===== config.mk =====
export PLATFORM = sky130hd
export DESIGN_NAME = vd6_mac
export DESIGN_NICKNAME = d
export VERILOG_FILES = /design/src/rtl/vd6_pkg.sv /design/src/rtl/vd5.sv /design/src/rtl/vd6_mac.sv
export SDC_FILE = /design/constraint.sdc
export NUM_CORES = 1
export LEC_CHECK = 0
export CAP_MARGIN = 20
export CORE_MARGIN = 8
export CORE_UTILIZATION = 58
export DETAILED_ROUTE_END_ITERATION = 16
export PLACE_DENSITY = 0.88
export RECOVER_POWER = 100
export SLEW_MARGIN = 20
export SYNTH_ARGS = -nofsm -noshare
export SYNTH_HDL_FRONTEND = slang
export SYNTH_HIERARCHICAL = 1
export SYNTH_SLANG_ARGS = --single-unit

===== constraint.sdc =====
create_clock -name clk -period 13.5 [get_ports clk]
set_clock_uncertainty 0.2 [all_clocks]
set_input_delay 1.35 -clock clk [delete_from_list [all_inputs] [get_ports clk]]
set_output_delay 1.35 -clock clk [all_outputs]
set_load 0.005 [all_outputs]

===== src/rtl/vd6_pkg.sv =====
// Shared types and widths for the vd6 multiply-accumulate stage.
package vd6_pkg;
    typedef enum logic [1:0] {
        IDLE = 2'd0,
        ACC  = 2'd1,
        DONE = 2'd2
    } state_t;

    localparam int CNT_W = 5;
    localparam int P_W   = 8;
endpackage


===== src/rtl/vd5.sv =====
// 4x4 unsigned combinational multiplier, built as a shift-and-add of partial products.
module vd5
    import vd6_pkg::*;
(
    input  logic [3:0]     m,
    input  logic [3:0]     q,
    output logic [P_W-1:0] p
);
    always_comb begin
        p = '0;
        for (int i = 0; i < 4; i++) begin
            if (q[i]) begin
                p = p + (P_W'(m) << i);
            end
        end
    end
endmodule


===== src/rtl/vd6_mac.sv =====
// Burst multiply-accumulate: sums N products from vd5 into a saturating accumulator
// and holds the burst total on an output handshake until downstream takes it.
module vd6_mac
    import vd6_pkg::*;
#(
    parameter int N     = 8,
    parameter int ACC_W = 12
) (
    input  logic             clk,
    input  logic             rst,
    input  logic             in_valid,
    output logic             in_ready,
    input  logic [3:0]       m,
    input  logic [3:0]       q,
    output logic             out_valid,
    input  logic             out_ready,
    output logic [ACC_W-1:0] acc,
    output logic             ovf,
    output logic [CNT_W-1:0] cnt
);
    // Valid/ready: a transfer occurs on a rising edge where valid and ready are both
    // high; ready and valid are decoded from state only and never look at the partner.
    state_t           state;
    state_t           state_next;
    logic [P_W-1:0]   p;
    logic             accept;
    logic             release_out;
    logic [ACC_W:0]   sum_ext;
    logic [CNT_W-1:0] cnt_inc;

    vd5 u_vd5 (
        .m (m),
        .q (q),
        .p (p)
    );

    always_comb begin
        state_next  = state;
        in_ready    = 1'b0;
        out_valid   = 1'b0;
        sum_ext     = {1'b0, acc} + (ACC_W + 1)'(p);
        cnt_inc     = cnt + 1'b1;
        case (state)
            IDLE:    in_ready  = !rst;
            ACC:     in_ready  = !rst;
            DONE:    out_valid = 1'b1;
            default: in_ready  = 1'b0;
        endcase
        accept      = in_valid && in_ready;
        release_out = out_valid && out_ready;
        case (state)
            IDLE: begin
                if (accept) begin
                    state_next = (N == 1) ? DONE : ACC;
                end
            end
            ACC: begin
                if (accept && (cnt_inc == CNT_W'(N))) begin
                    state_next = DONE;
                end
            end
            DONE: begin
                if (release_out) begin
                    state_next = IDLE;
                end
            end
            default: state_next = IDLE;
        endcase
    end

    always_ff @(posedge clk) begin
        if (rst) begin
            state <= IDLE;
            acc   <= '0;
            cnt   <= '0;
            ovf   <= 1'b0;
        end else begin
            state <= state_next;
            if (accept && (state == IDLE)) begin
                acc <= ACC_W'(p);
                cnt <= CNT_W'(1);
                ovf <= 1'b0;
            end else if (accept) begin
                // Carry out of the accumulator width pins the sum at full scale.
                if (sum_ext[ACC_W]) begin
                    acc <= '1;
                    ovf <= 1'b1;
                end else begin
                    acc <= sum_ext[ACC_W-1:0];
                end
                cnt <= cnt_inc;
            end else if (release_out) begin
                acc <= '0;
                cnt <= '0;
            end
        end
    end
endmodule


==> summary.md <==
| Metric | Value |
|---|---|
| HP Class | `reg2reg` |
| ANT nets after route | `0` |
| Average size of a mapped cell | `~8.5 sq um` |
| IO Count | `32` |
| Std cell rows | `21` |
| Total Neg Setup Slack | `0 ns` |
| Final Setup Violations | `0` |
| Root Buffer Master | `clkbuf_4` |
| RePlAce Congestion | `0.872` |
| Measured slew at the worst slew-check pin | `roughly 1.5 ns` |
| P per Cell Area | `between 80 and 90 nW/um^2` |
| Via Count | `1917` |
| Setup crit end kind | `register` |
| Clk buf depth | `2` |
| Syn Std Cell Area | `about 2000 sq um` |
| Routed WL | `about 4900 um` |
| Yosys warning total | `6` |
| Maximum capacitance violations | `0` |
| Layout Cells excl Fill | `312` |
| Hold_buf cts | `0` |
| Clock transition at path regs | `approximately 0.13 ns` |
| Initial Util | `0.602` |
| N_diodes | `0` |
| Nets | `~300` |
| 1st-iter DRT viols | `157` |
| Crit-path max cell delay | `between 0.8 and 0.9 ns` |
| Yosys cell types | `57` |
| Core Area | `approximately 3300 sq um` |
| Mapped Cells | `between 200 and 250` |
| Die ar. | `approximately 5600 sq um` |
| CTS H-tree lvls | `1` |
| Residual DRC | `0` |
| HPWL after DPL | `3910 um` |
| Die X | `between 70 and 80 um` |
| Setup bufs post-CTS | `0` |
| Crit path depth | `21` |
| TritonCTS buffer count | `3` |
| CP max stage cell | `a211oi_1` |
| Post-CTS resize count | `0` |
| Final Max Slew Viols | `0` |
| Register area share after synthesis | `0.201` |
| Buf/Inv on CP | `3` |
| Via/cell ratio | `around 6` |
| FF+latch count, synth | `20` |
| First-pass GRT wire length | `~8300 um` |
| Buffers on Ports | `31` |
| Total congestion overflow | `0` |
| Total GRT Usage | `0.182` |
| Synth Net Count | `273` |
| Fmax | `roughly 0.14 GHz` |
| Die boundary height | `approximately 75 um` |
| Max VDD drop | `approximately 0.000081 V` |
| CTS sink count | `20` |
| WP data arrival | `between 7 and 8 ns` |
| Vias in the first global route | `1833` |
| Required time worst endpoint | `between 10 and 15 ns` |
| First-pass DRT Iterations | `5` |
| Clock Latency Late Sink | `between 0.3 and 0.4 ns` |
| Hold Path Depth | `2` |
| Leakage | `between 1 and 1.5 nW` |
| CP top delay family | `adder cells` |
| Setup Crit Path Kind | `in2reg` |
| Worst Path Max Fanout | `6` |
| Synth Flop Type | `dfxtp_1` |
| CP Launch Type | `input pin` |
| Fin crit share | `0.538` |
| Slew headroom | `0.0296` |
| Crit path time final | `7.26 ns` |
| Async SR Flop Fraction | `0` |
| Dpl cells | `between 300 and 400` |
| Share of layout cells above drive strength 1 | `0.0602` |
| P&R area growth vs syn | `16.0%` |
| CP cell instances | `dlygate4sd3_1 > and2_0 > ha_1 > inv_1 > fa_1 > xnor2_1 > nand2_1 > xor2_1 > inv_1 > fa_1 > nand2_1 > a21boi_0 > ha_1 > fa_1 > mux2_1 > ha_1 > o211ai_1 > o21a_4 > a211oi_1 > o21ai_0 > a221oi_2` |
| RSZ-0062 raised after global routing | `false` |
| Status | `completed` |
| Wire per inst | `approximately 16 um` |
| Largest net degree at the start of global routing | `19` |
| Final hold violations | `0` |
| EDFF count, synth | `0` |
| Initial antenna violation count | `0` |
| Reg2reg path depth | `5` |
| CTS tree | `built` |
-- through the flow --
| step | setup WS (ns) | util | hold WS, ns | instance area, sq um | power, mW |
|---|---|---|---|---|---|
| after floorplan | 7.65 | - | 0.260 | 1990 | 0.123 |
| after global placement | 6.69 | 0.706 | 0.273 | 2340 | 0.143 |
| after detailed placement | 6.56 | 0.706 | 0.283 | 2340 | 0.145 |
| after CTS | 6.88 | 0.722 | 0.310 | 2390 | 0.195 |
| after global routing | 5.86 | 0.699 | 0.325 | 2310 | 0.203 |
| final | 6.24 | 0.699 | 0.308 | 2310 | 0.191 |
-- cells by family after synthesis --
kind of cell             count (synthesis)  share of synthesized area
AO/OA/AOI/OAI                           86                      0.327
XOR/XNOR                                14                     0.0615
buffers and inverters                   18                     0.0364
flip-flops                              20                      0.201
adder cells (fa/ha/maj)                 26                      0.177
AND/OR/NAND/NOR                         65                      0.160
multiplexers                             7                     0.0376
-- layout by cell type (no fill, tap or decap), types with 2 or more instances in the layout --
master | Yosys | routed
clkdlybuf4s50_1 | 0 | 8
a32oi_1 | 2 | 2
nand2b_1 | 2 | 2
nand3_1 | 6 | 6
a22oi_1 | 2 | 2
o21ai_0 | 9 | 11
inv_1 | 13 | 13
nor3_1 | 5 | 5
and3_1 | 2 | 2
a21oi_1 | 27 | 29
a221oi_1 | 0 | 5
a211oi_1 | 3 | 4
nor2b_1 | 3 | 3
and2_1 | 5 | 3
mux2_2 | 3 | 3
or3_1 | 2 | 2
xor2_1 | 8 | 8
o21ai_1 | 6 | 4
and2_0 | 0 | 2
a311oi_1 | 1 | 2
a2111oi_0 | 1 | 2
dfxtp_1 | 20 | 20
nand2_1 | 16 | 16
a31oi_1 | 4 | 4
mux2i_1 | 3 | 3
clkbuf_4 | 0 | 3
ha_1 | 21 | 21
nor2_1 | 18 | 19
dlygate4sd3_1 | 0 | 23
xnor2_1 | 6 | 6
o21a_1 | 2 | 2
a21o_1 | 6 | 6
fa_1 | 4 | 4
o21bai_1 | 1 | 2
-- tightest hold or removal path: cells and delay by family (launching register included) --
kind             cells  cell delay, ns
flip-flops           1            0.37
AND/OR/NAND/NOR      1            0.07
AO/OA/AOI/OAI        1            0.05
-- cell type report --
class / count / area, sq um
Timing Repair Buffer: 31 / 310
Clock inverter: 1 / 30.0
Multi-Input combinational cell: 198 / 1440
Tap cell: 46 / 57.6
Fill cell: 288 / 997
Clock buffer: 3 / 22.5
Inverter: 13 / 48.8
Sequential cell: 20 / 400
-- sequential cells by signal, indices dropped and copies added, names as in the netlist --
signal / flops
cnt: 5
ovf: 1
acc: 12
state: 2
-- cells in the mapped netlist (5+ instances only) --
cell / number / share of area
a21oi_1: 27 / 0.068
ha_1: 21 / 0.13
dfxtp_1: 20 / 0.20
nor2_1: 18 / 0.034
nand2_1: 16 / 0.030
inv_1: 13 / 0.024
o21ai_0: 9 / 0.023
xor2_1: 8 / 0.035
a21o_1: 6 / 0.023
a221oi_2: 6 / 0.045
nand3_1: 6 / 0.015
o21ai_1: 6 / 0.015
xnor2_1: 6 / 0.026
and2_1: 5 / 0.016
nor3_1: 5 / 0.013
-- routing by layer --
layer | wire (um) | global-route usage | part of all wire | vias to the layer above
met5 | 0 | 0 | 0 | -
met4 | 27 | 0.0174 | 0.0055 | 0
met3 | 321 | 0.0399 | 0.065 | 4
met2 | 2280 | 0.306 | 0.46 | 67
met1 | 2290 | 0.238 | 0.47 | 916
li1 | - | - | - | 930
-- power breakdown --
group          internal, mW  switching, mW
sequential           0.0613        0.00296
combinational        0.0339         0.0426
clock                0.0300         0.0198
-- final timing paths --
check / startpoint / endpoint / slack, ns
min reg2reg: ovf / ovf / 0.31
min: ovf / ovf / 0.31
max reg2reg: state[1] / acc[11] / 10.43
max: m[1] / acc[1] / 6.24
No activity file was read; power rests on OpenSTA's default activity.
